`config.mk`:
```
export PLATFORM = sky130hd
export DESIGN_NAME = game_countdown_timer
export DESIGN_NICKNAME = d
export VERILOG_FILES = /design/src/rtl/game_countdown_timer.sv
export SDC_FILE = /design/constraint.sdc
export NUM_CORES = 1
export LEC_CHECK = 0
export ABC_AREA = 1
export CAP_MARGIN = 20
export CORE_MARGIN = 4
export CORE_UTILIZATION = 55
export DETAILED_ROUTE_END_ITERATION = 12
export GPL_TIMING_DRIVEN = 1
export MAX_ROUTING_LAYER = met4
export PLACE_DENSITY = 0.77
export SYNTH_ARGS = -nofsm -noshare
export SYNTH_HDL_FRONTEND = slang
export SYNTH_SLANG_ARGS = --single-unit
export TNS_END_PERCENT = 5
```
`constraint.sdc`:
```
create_clock -name clk -period 1.94 [get_ports clk]
set_clock_uncertainty 0.15 [all_clocks]
set_input_delay 0.388 -clock clk [delete_from_list [all_inputs] [get_ports clk]]
set_output_delay 0.388 -clock clk [all_outputs]
set_load 0.05 [all_outputs]
```
`src/rtl/game_countdown_timer.sv`:
```
// Game-time countdown feeding whack_a_mole_fsm: divides clk into 1 ms ticks and counts GAME_TIME_MS down to 0.
// Optional pause support is enabled by defining GAME_COUNTDOWN_PAUSE_EN.
module game_countdown_timer #(
  parameter int CLKS_PER_MS  = 50000,
  parameter int GAME_TIME_MS = 30000,
  parameter int MAX_TIMER_MS = 30000,
  parameter int TMW          = $clog2(MAX_TIMER_MS + 1),
  parameter int PSW          = $clog2(CLKS_PER_MS)
) (
  input  logic           clk,
  input  logic           rst,
  input  logic           start_button_pressed,
  input  logic           reset_button_pressed,
`ifdef GAME_COUNTDOWN_PAUSE_EN
  input  logic           pause_button_pressed,
`endif
  output logic [TMW-1:0] timer_milliseconds,
  output logic           ms_tick,
  output logic           timer_expired,
  output logic           running
);

  typedef enum logic [1:0] {
    IDLE    = 2'd0,
    RUNNING = 2'd1,
    EXPIRED = 2'd2
`ifdef GAME_COUNTDOWN_PAUSE_EN
    ,
    PAUSED  = 2'd3
`endif
  } state_t;

  // An out-of-range GAME_TIME_MS is clamped so the counter can never exceed MAX_TIMER_MS.
  localparam int             LOAD_MS  = (GAME_TIME_MS > MAX_TIMER_MS) ? MAX_TIMER_MS : GAME_TIME_MS;
  localparam logic [TMW-1:0] LOAD_VAL = TMW'(LOAD_MS);
  localparam logic [PSW-1:0] PS_LAST  = PSW'(CLKS_PER_MS - 1);
  localparam logic [TMW-1:0] TMR_ONE  = TMW'(1);

  state_t         state;
  state_t         state_d;
  logic [PSW-1:0] prescaler;
  logic [PSW-1:0] prescaler_d;
  logic [TMW-1:0] timer_d;
  logic           tick_d;
  logic           expired_d;
  logic           running_d;
  logic           tick_due;
  logic           pause_toggle;

`ifdef GAME_COUNTDOWN_PAUSE_EN
  assign pause_toggle = pause_button_pressed &&
                        ((state == RUNNING) || (state == PAUSED));
`else
  assign pause_toggle = 1'b0;
`endif

  assign tick_due = (state == RUNNING) && (prescaler == PS_LAST);

  always_ff @(posedge clk) begin
    if (rst) begin
      state <= IDLE;
    end else begin
      state <= state_d;
    end
  end

  always_comb begin
    state_d = state;
    if (reset_button_pressed) begin
      state_d = IDLE;
    end else if (start_button_pressed) begin
      state_d = RUNNING;
    end else if (pause_toggle) begin
`ifdef GAME_COUNTDOWN_PAUSE_EN
      state_d = (state == RUNNING) ? PAUSED : RUNNING;
`endif
    end else if (tick_due && (timer_milliseconds <= TMR_ONE)) begin
      state_d = EXPIRED;
    end
  end

  // Next values for the registered outputs; a pause toggle freezes the prescaler on that edge.
  always_comb begin
    timer_d     = timer_milliseconds;
    prescaler_d = prescaler;
    tick_d      = 1'b0;
    expired_d   = 1'b0;
    running_d   = (state_d == RUNNING);
    if (reset_button_pressed) begin
      timer_d     = '0;
      prescaler_d = '0;
    end else if (start_button_pressed) begin
      timer_d     = LOAD_VAL;
      prescaler_d = '0;
    end else if (!pause_toggle) begin
      case (state)
        RUNNING: begin
          if (tick_due) begin
            prescaler_d = '0;
            tick_d      = 1'b1;
            if (timer_milliseconds != '0) begin
              timer_d = timer_milliseconds - TMR_ONE;
            end
            expired_d = (timer_milliseconds <= TMR_ONE);
          end else begin
            prescaler_d = prescaler + PSW'(1);
          end
        end
`ifdef GAME_COUNTDOWN_PAUSE_EN
        PAUSED: begin
          timer_d     = timer_milliseconds;
          prescaler_d = prescaler;
        end
`endif
        default: begin
          timer_d     = '0;
          prescaler_d = '0;
        end
      endcase
    end
  end

  always_ff @(posedge clk) begin
    if (rst) begin
      timer_milliseconds <= '0;
      prescaler          <= '0;
      ms_tick            <= 1'b0;
      timer_expired      <= 1'b0;
      running            <= 1'b0;
    end else begin
      timer_milliseconds <= timer_d;
      prescaler          <= prescaler_d;
      ms_tick            <= tick_d;
      timer_expired      <= expired_d;
      running            <= running_d;
    end
  end

endmodule
```
==> flow_summary.ini, run 1 <==
[sta]
tns_ns = 0
fmax_mhz = 556
timing.final.crit_share_pct = 92.7
holdWs_ns = 0.271
worst_pin_slew_ns = 0.306
slew_headroom_pct = 79.5
slew_viol_final = 0
finalHoldViolCount = 0
fin_crit_ns = 1.80
rsz0062_at_grt = no
finalSetupViolations = 0

[cells_and_area]
final_common_cell = nand2_1
final_layout_size_suffix_gt1_share_pct = 18.5
multi_input_area_um2 = 1060
n_antenna_cell = 0
fill_cells = 314
register_area_um2 = 723
area.growth.synth_to_final_pct = 18.5
final_cell_mix = nand2_1 (59), nor2_1 (43), inv_1 (35)
finalNetCount = 337

[route]
ant_nets = 0
vias_per_cell = 5.05
post_drt_wl_per_cell_um = 11.3
dr.pass1.iters = 4
routed_wl_mm = 4.23
drt_iter0_drc = 157
route.vias.total = 1899
drc_errors = 0

[run_status]
outcome = finished, final reports clean

[clock_network]
clock_latency_ns = 0.35
clock_path_buffers = 2
cts-root-buf = clkbuf_4
h-tree-depth = 2
numCtsBuffers = 5
cts_resized = 0
post_cts_buffers = 0
cts_tree = done
cts.sinks = 36
cts-hold-fix-buffers = 0
clkSlewWorstSetupHoldPaths_ns = 0.11

[setup_path]
crit_type = flip-flop to flip-flop
arrival_ns = 1.91
crit_start = timer_milliseconds[1]
required_ns = 2.05
endpoint_kind = flip-flop
rrSetupSlack_ns = 0.14
critPathLaunchType = flip-flop
worstPathMaxFanout = 9
timing.rr.start = timer_milliseconds[1]

[floorplanning]
dieArea_um2 = 4580
coreArea_um2 = 3390
top_level_ports = 22
die_w_um = 67.7
die_h_um = 67.7
rows = 21
floorplan.initialDensity_pct = 57.7

[hold_path]
hp-start = prescaler[0]
hold_path.class = flip-flop to flip-flop

[power_and_ir_drop]
leakage_nw = 1.03
net-switching-power_w = 0.000369
p_seq_share_pct = 52.6
p_per_area_nw_per_um2 = 621
p_sw_share_pct = 25.7
p_total_w = 0.00144
pwr-share-comb_pct = 10.6
clkPwrFrac_pct = 36.8
vdd_ir_drop_max_mv = 0.508
internal_power_w = 0.00107

[yosys]
avgSynthCellArea_um2 = 6.66
synthDistinctLibCells = 28
synth_cells = 294
yosys_register_bits = 36
yosys_warnings = 0
ys_seq_area_share_pct = 36.8
mappedNetlistArea_um2 = 1960
syn-num-nets = 302

[grt]
first_global_vias = 1638
grt_util_all_layers_pct = 21.1
grt_first_pass_wirelength_mm = 7.09
grt_antenna_before_repair = 0
grt_max_degree = 12
gr-total-overflow = 0

[run]
maxCapViolCount = 0

[placed_design]
dpl.hpwl_mm = 3.20
portBuffers = 21
place.gp.congestion = 0.906
[cells in the mapped netlist]
library cell	instances	area, um2
nand2_1	61	229
a31oi_1	2	12.5
nand3_1	21	105
a21oi_1	22	110
clkinv_2	1	5.00
or2_0	1	6.26
nand3_2	1	10.0
or2_2	2	12.5
nor2_1	43	161
o21ai_0	8	40.0
nor2_8	1	20.0
nor2_2	7	43.8
o21ai_1	1	5.00
inv_2	7	26.3
nand2_4	1	11.3
nand4_1	11	68.8
nor3_1	11	55.1
clkinv_4	1	8.76
dfxtp_1	36	721
nand2_2	3	18.8
xor2_1	7	61.3
xnor2_1	1	8.76
and2_1	3	18.8
a211oi_1	1	7.51
buf_2	1	5.00
clkinv_1	1	3.75
inv_1	35	131
ha_1	4	50.1
[through the flow]
stage	setup slack [ns]	cell area [um2]	instances	util (%)
after floorplan	0.00111	1960	294	-
after global placement	0.102	2240	368	66.0
after detailed placement	0.0599	2240	368	66.0
after CTS	0.141	2310	376	68.2
after global routing	0.00619	2320	376	68.4
final	0.141	2320	376	68.4
[power by group through the flow]
stage | Combinational, W | Clock (W) | Sequential [W]
after floorplan | 0.0000810 | 0 | 0.000796
after global placement | 0.000148 | 0 | 0.000773
after detailed placement | 0.000150 | 0 | 0.000773
after CTS | 0.000151 | 0.000538 | 0.000756
after global routing | 0.000165 | 0.000573 | 0.000758
final | 0.000153 | 0.000529 | 0.000756
[sequential cells by signal, indices dropped and copies added, names as in the netlist]
signal / flops
timer_milliseconds: 15
timer_expired: 1
running: 1
state: 2
ms_tick: 1
prescaler: 16
[worst max-delay path: stages (launching register included)]
cell	delay, ns
dfxtp_1	0.41
inv_1	0.10
ha_1	0.19
nand2_1	0.07
nor2_1	0.07
nand2_2	0.20
nand3_1	0.10
nor2_1	0.19
nand4_1	0.11
nand2_1	0.08
nor2_1	0.04
[final cells by class]
class	count	area share (%)
inverters	45	7.56
clock buffers	6	1.78
clock inverters	2	1.51
repair buffers	29	9.71
well taps	46	2.48
flip-flops and latches	36	31.2
multi-input cells	212	45.8
[path summary, 6_finish.rpt]
path,to,cells after the start
setup / recovery,timer_milliseconds[9],10
hold / removal,prescaler[0],1
setup reg to reg,timer_milliseconds[9],10
hold reg to reg,prescaler[0],1
[per-layer routing]
layer	up-vias	routed length, um	GRT usage (%)
met4	0	60	6.84
met1	835	2180	29.6
met2	48	1750	28.8
li1	1010	-	-
met3	6	240	5.99
met5	-	0	-
[kinds of logic (layout without fill, tap and decap cells)]
family / after synthesis / count (layout) / synth area share (%)
buffers and inverters: 46 / 82 / 9.21
and+or+nand+nor: 166 / 166 / 38.9
AOI/OAI and AO/OA: 34 / 34 / 8.95
xor gates and xnor gates: 8 / 8 / 3.58
adders and majority gates: 4 / 4 / 2.56
DFF: 36 / 36 / 36.8
No activity file was read; power rests on OpenSTA's default activity.
==> inputs of run 2 (changes only) <==
--- a/config.mk
+++ b/config.mk
@@ -11,6 +11,7 @@
 export CORE_UTILIZATION = 55
 export DETAILED_ROUTE_END_ITERATION = 12
 export GPL_TIMING_DRIVEN = 1
+export HOLD_SLACK_MARGIN = 0.12
 export MAX_ROUTING_LAYER = met4
 export PLACE_DENSITY = 0.77
 export SYNTH_ARGS = -nofsm -noshare
==> results of run 2 <==
The final DEF is identical to that of run 1; final timing and power are the same.
